## config.mk

```make
export PLATFORM = sky130hd
export DESIGN_NAME = mul_qdr
export DESIGN_NICKNAME = d
export VERILOG_FILES = /design/src/rtl/mul_qdr_pkg.sv /design/src/rtl/mul_qdr.sv
export SDC_FILE = /design/constraint.sdc
export NUM_CORES = 1
export LEC_CHECK = 0
export ABC_AREA = 0
export BUFFER_PORTS_ARGS = -buffer_cell sky130_fd_sc_hd__clkbuf_2
export CAP_MARGIN = 0
export CORE_MARGIN = 3
export CORE_UTILIZATION = 32
export DETAILED_ROUTE_END_ITERATION = 8
export SKIP_CTS_REPAIR_TIMING = 1
export SLEW_MARGIN = 30
export SYNTH_ARGS = -nofsm -noshare
export SYNTH_HDL_FRONTEND = slang
export SYNTH_SLANG_ARGS = --single-unit
```

## constraint.sdc

```tcl
create_clock -name clk -period 4.69 [get_ports clk]
set_clock_uncertainty 0.1 [all_clocks]
set_input_delay 0.2345 -clock clk [delete_from_list [all_inputs] [get_ports clk]]
set_output_delay 0.2345 -clock clk [all_outputs]
set_load 0.1 [all_outputs]
```

## src/rtl/mul_qdr_pkg.sv

```systemverilog
// mul_qdr_pkg
//   Shared arithmetic package for the divider / reconstruction datapath.
//   Holds the default operand widths that the divider and mul_qdr share, and
//   the state encoding of the mul_qdr sequencer.
//   No ports (package).
package mul_qdr_pkg;

  // Default widths, common with the convergence divider.
  localparam int WQ_DEFAULT = 9;
  localparam int WD_DEFAULT = 9;

  // Sequencer states. The encodings are fixed so that they stay stable
  // across the arithmetic blocks that share this package.
  typedef enum logic [1:0] {
    ST_IDLE = 2'd0,
    ST_MUL  = 2'd1,
    ST_DONE = 2'd2
  } state_t;

endpackage

```

## src/rtl/mul_qdr.sv

```systemverilog
// mul_qdr
//   Sequential radix-2 shift-add reconstruction unit: N = Q*D + R.
//   It is the inverse of the convergence divider. It rebuilds a numerator from
//   a quotient/remainder pair, one multiplier bit per cycle, with a fixed
//   latency of WQ cycles.
// Ports
//   clk        in   1       clock, rising edge
//   reset      in   1       asynchronous, active-high reset
//   in_valid   in   1       q_in / d_in / r_in valid
//   in_ready   out  1       operands accepted (high only in IDLE, combinational)
//   q_in       in   WQ      quotient (multiplier), unsigned
//   d_in       in   WD      denominator (multiplicand), unsigned
//   r_in       in   WD      remainder, unsigned
//   out_valid  out  1       n_out holds a result (registered)
//   out_ready  in   1       consumer takes n_out
//   n_out      out  WQ+WD   Q*D + R, unsigned (registered)
module mul_qdr
  import mul_qdr_pkg::*;
#(
  parameter int WQ = WQ_DEFAULT,
  parameter int WD = WD_DEFAULT
) (
  input  logic             clk,
  input  logic             reset,
  input  logic             in_valid,
  output logic             in_ready,
  input  logic [WQ-1:0]    q_in,
  input  logic [WD-1:0]    d_in,
  input  logic [WD-1:0]    r_in,
  output logic             out_valid,
  input  logic             out_ready,
  output logic [WQ+WD-1:0] n_out
);

  localparam int WN = WQ + WD;
  // A 1-bit counter still works when WQ == 1, where $clog2 would give 0.
  localparam int CW = (WQ > 1) ? $clog2(WQ) : 1;
  localparam logic [CW-1:0] LAST_COUNT = CW'(WQ - 1);

  state_t          state;
  logic [WN-1:0]   acc;
  logic [WN-1:0]   mcand;
  logic [WN-1:0]   acc_sum;
  logic [WQ-1:0]   mreg;
  logic [CW-1:0]   count;

  assign in_ready = (state == ST_IDLE);

  // Conditional partial-product add. The sum is bounded by
  // 2^WQ * (2^WD - 1), so it always fits in WN bits and needs no carry-out.
  always_comb begin
    acc_sum = acc;
    if (mreg[0]) begin
      acc_sum = acc + mcand;
    end
  end

  // Sequencer and datapath. Every multiplier bit is consumed, even when the
  // remaining bits are zero, so the latency does not depend on the data.
  always_ff @(posedge clk or posedge reset) begin
    if (reset) begin
      state     <= ST_IDLE;
      out_valid <= 1'b0;
      n_out     <= '0;
      acc       <= '0;
      mreg      <= '0;
      mcand     <= '0;
      count     <= '0;
    end else begin
      case (state)
        ST_IDLE: begin
          if (in_valid) begin
            // The remainder seeds the accumulator, so no separate final add
            // is needed.
            acc   <= WN'(r_in);
            mreg  <= q_in;
            mcand <= WN'(d_in);
            count <= '0;
            state <= ST_MUL;
          end
        end

        ST_MUL: begin
          acc   <= acc_sum;
          mcand <= mcand << 1;
          mreg  <= mreg >> 1;
          count <= count + CW'(1);
          if (count == LAST_COUNT) begin
            n_out     <= acc_sum;
            out_valid <= 1'b1;
            state     <= ST_DONE;
          end
        end

        ST_DONE: begin
          // Hold the result until the consumer takes it. There is no accept
          // in this cycle; IDLE begins on the following edge.
          if (out_ready) begin
            out_valid <= 1'b0;
            state     <= ST_IDLE;
          end
        end

        default: begin
          out_valid <= 1'b0;
          state     <= ST_IDLE;
        end
      endcase
    end
  end

endmodule

```

==> results.md <==
- Gate Count Post-Synth: 419
- Adder-cell area share of the yosys netlist: 0.0654
- Number of warnings reported in the yosys synthesis log: 0
- Total iterations of the first detailed-routing run: 4
- Critical Path, Cell by Cell: ha_1 -> a21oi_1 -> nand2_1 -> a31o_2 -> a311o_1 -> a221o_1 -> a21oi_1 -> xor2_1 -> a311oi_1
- Count of endpoints failing setup in the final report: 0
- Element type at the critical path start: register
- Worst-path cell with the longest stage delay: sky130_fd_sc_hd__dfrtp_1
- Post-synthesis simple-gate area fraction: 0.159
- Synth Area in Compound Gates: 0.236
- Synthesized Nets: 470
- Count of endpoints failing hold in the final timing report: 0
- Final Slew Violations: 0
- DIE WIDTH: 117 µm
- Final wirelength: 9930 µm
- Proportion of layout cells with a drive suffix above 1: 0.177
- Highest achievable clock rate: 351 MHz
- Synth unique cells: 46
- Crit Reg-Reg Endpoint: n_out[15]$_DFFE_PP0P_
- Worst-case reg-to-reg path depth: 9
- Post-place setup slack: 1.88 ns
- FILL cells: 1153
- Height of the chip: 117 µm
- Slew @ Worst Pin: 0.948 ns
- Port buffer count: 50
- CP endpoint kind: register
- Floorplan row count: 39
- HP Class: primary input to register
- Global-route wire length before repair: 16800 µm
- Reg-to-reg startpoint: acc[4]$_DFFE_PP0P_
- Average cell area after synthesis: 9.40 µm²
- Leak pwr: 2.27 nW
- Ratio of total power to cell area: 840 nW/µm²
- Max-Slew Margin vs Limit: 0.366
- Capture point of the critical path: n_out[15]$_DFFE_PP0P_
- Clock slew at reported path FFs: 0.06 ns
- Clock buffer count from CTS: 9
- Post-layout worst setup margin: 1.84 ns
- Final Net Count: 514
- Worst Path Required: 4.81 ns
- Signal arrival time at the worst endpoint: 2.97 ns
- Core area: 11700 µm²
- Setup TNS: 0 ns
- Post-Synth XOR/XNOR Area: 0.0333
- Async S/R FF share, synth: 1.00
- Effective utilization at floorplan: 0.336
- DRT antenna net count: 0
- Overall fraction of global-route tracks in use: 0.156
- Max Fanout on Critical Path: 5
- Sequential cell area fraction in the yosys report: 0.445
- Origin of the worst setup path: acc[4]$_DFFE_PP0P_
- Gr ovfl total: 0
- Post-DR wirelength/cell: 16.3 µm
- Total vias in the final route: 3283
- Fraction of post-synthesis cell area in the top cell type by area: 0.445
- Drt initial violations: 177
- Antenna diode count: 0
- Number of synthesized register bits: 70
- Clock latency on the worst-skew pair: 0.33 ns
- Worst setup slack for register-to-register paths: 1.84 ns
- Max stage delay on crit path: 0.41 ns
- Combinational family with the most area after synthesis: compound AO/OA/AOI/OAI gates
- Power, Total: 3.91 mW
- Kind of critical path: register to register
- GP Congestion: 0.858
- Number of DRC violations after detailed routing: 0
- Multiplexer fraction of the synthesized cell area: 0.0308
- Relative area change from synthesis to final layout: 18.1%
- Final worst path period share: 0.607
- DIE AREA: 13700 µm²
- Yosys top cell by area: sky130_fd_sc_hd__dfrtp_1
- Number of global-route vias before repair: 3282
- CTS Sinks: 70
- Outcome: finished, final reports clean
- CP most frequent cell: sky130_fd_sc_hd__a21oi_1
- CTS tree: done
- DP HPWL: 7140 µm
- Buffer depth of the longest clock path: 2
- CTS H-Tree Depth: 3
- Count of boundary I/O pins: 51
- Most used flip-flop cell after synthesis: sky130_fd_sc_hd__dfrtp_1
- Top area cells in the synthesized netlist: sky130_fd_sc_hd__dfrtp_1 44%, sky130_fd_sc_hd__a21oi_1 6.1%, sky130_fd_sc_hd__ha_1 6.0%, sky130_fd_sc_hd__nand2_1 5.2%, sky130_fd_sc_hd__o21ai_0 5.1%
- Final critical delay including setup and external delays: 2.85 ns
- Worst IR Drop VDD: 0.403 mV
- Count of flip-flops with a built-in enable after synthesis: 0
- Maximum Capacitance Violations: 0
- Unrepaired setup endpoints after global routing: no
- Area of the mapped netlist: 3940 µm²
- Via density: 5.37
- Clock root buffer: sky130_fd_sc_hd__clkbuf_16
- Initial antenna violation count: 0
- Largest net degree at the start of global routing: 51
per-layer routing:
metal | global-route usage | part of all wire | vias to the layer above
met3 | 0.0344 | 0.040 | 7
met4 | 0.0321 | 0.0080 | 0
li1 | - | - | 1608
met2 | 0.242 | 0.45 | 66
met5 | 0 | 0 | -
met1 | 0.226 | 0.50 | 1602
worst min path at each step:
stage                 start  slack (ns)              endpoint  cells past startpoint
finish              r_in[1]        0.05    acc[1]$_DFFE_PP0P_                      3
CTS                   reset       -0.20  n_out[7]$_DFFE_PP0P_                      2
global route        d_in[0]        0.07  mcand[0]$_DFFE_PP0P_                      2
floorplan           d_in[0]        0.27  mcand[0]$_DFFE_PP0P_                      1
global placement      reset        0.14  n_out[7]$_DFFE_PP0P_                      2
detailed placement    reset        0.15  n_out[7]$_DFFE_PP0P_                      2
cells by family (layout without fill, tap and decap cells):
family | count (synthesis) | after routing
XOR/XNOR | 15 | 15
AND/OR/NAND/NOR | 126 | 126
adder cells (fa/ha/maj) | 20 | 20
buffers and inverters | 31 | 80
AO/OA/AOI/OAI | 145 | 145
multiplexers | 12 | 12
flip-flops | 70 | 70
area by class of cell:
class / count / area (µm²) / area share
Multi-Input combinational cell: 318 / 2080 / 0.446
Clock inverter: 3 / 40.0 / 0.00860
Inverter: 8 / 30.0 / 0.00645
Tap cell: 143 / 179 / 0.0384
Sequential cell: 70 / 1750 / 0.376
Timing Repair Buffer: 56 / 298 / 0.0640
Clock buffer: 13 / 280 / 0.0602
worst max-delay path: cells and delay by family, from the launching register on:
family / cells / cell delay [ns]
AOI/OAI and AO/OA: 6 / 1.69
xor gates and xnor gates: 1 / 0.10
adders and majority gates: 1 / 0.38
DFF: 1 / 0.41
and+or+nand+nor: 1 / 0.07
per-stage QoR:
| stage | hold WS [ns] | util | area [µm²] | std cells |
|---|---|---|---|---|
| floorplan | 0.267 | - | 3940 | 419 |
| global placement | 0.143 | 0.369 | 4320 | 594 |
| detailed placement | 0.152 | 0.369 | 4320 | 594 |
| CTS | -0.200 | 0.396 | 4640 | 610 |
| global route | 0.0685 | 0.397 | 4650 | 611 |
| finish | 0.0539 | 0.397 | 4650 | 611 |
cells in the mapped netlist, types with 8 or more instances:
master                     count
sky130_fd_sc_hd__ha_1         19
sky130_fd_sc_hd__a22o_1       17
sky130_fd_sc_hd__nor2b_1       9
sky130_fd_sc_hd__xnor2_1       9
sky130_fd_sc_hd__o21ai_0      40
sky130_fd_sc_hd__inv_1         8
sky130_fd_sc_hd__mux2i_1      11
sky130_fd_sc_hd__clkbuf_1     19
sky130_fd_sc_hd__nand2_1      55
sky130_fd_sc_hd__and3b_1      16
sky130_fd_sc_hd__nor2_1       23
sky130_fd_sc_hd__a21oi_1      48
sky130_fd_sc_hd__dfrtp_1      70
report_power, final:
part / leakage [nW] / switching (mW) / internal, mW / total (mW)
clock: 0.162 / 0.247 / 0.468 / 0.715
combinational: 1.21 / 1.43 / 0.667 / 2.10
sequential: 0.896 / 0.235 / 0.862 / 1.10
total: 2.27 / 1.91 / 2.00 / 3.91
flip-flops by register name, indices dropped and copies added, names as in the netlist:
signal,count
acc,18
state,2
n_out,18
mcand,18
mreg,9
out_valid,1
count,4
placed cells by master, fill, tap and decap left out, types with 2 or more instances in the layout:
cell / count
sky130_fd_sc_hd__nor3_1: 2
sky130_fd_sc_hd__nor2b_1: 9
sky130_fd_sc_hd__a22o_1: 17
sky130_fd_sc_hd__a211oi_2: 2
sky130_fd_sc_hd__a31o_2: 2
sky130_fd_sc_hd__nand4_1: 3
sky130_fd_sc_hd__nand3_1: 6
sky130_fd_sc_hd__xnor2_1: 9
sky130_fd_sc_hd__clkbuf_2: 50
sky130_fd_sc_hd__a222oi_1: 2
sky130_fd_sc_hd__a311oi_1: 2
sky130_fd_sc_hd__clkbuf_16: 9
sky130_fd_sc_hd__buf_4: 5
sky130_fd_sc_hd__and3_1: 5
sky130_fd_sc_hd__clkbuf_8: 4
sky130_fd_sc_hd__dfrtp_1: 70
sky130_fd_sc_hd__ha_1: 19
sky130_fd_sc_hd__inv_1: 7
sky130_fd_sc_hd__xor2_1: 6
sky130_fd_sc_hd__o21ai_0: 40
sky130_fd_sc_hd__clkinv_2: 2
sky130_fd_sc_hd__nand2_1: 54
sky130_fd_sc_hd__o22a_1: 6
sky130_fd_sc_hd__nand2b_1: 2
sky130_fd_sc_hd__a31oi_1: 2
sky130_fd_sc_hd__o22ai_1: 5
sky130_fd_sc_hd__mux2i_1: 11
sky130_fd_sc_hd__nor2_1: 23
sky130_fd_sc_hd__a21oi_1: 48
sky130_fd_sc_hd__a221o_1: 3
sky130_fd_sc_hd__and3b_1: 16
sky130_fd_sc_hd__a21o_1: 5
Power figures use the tool's default switching activity.
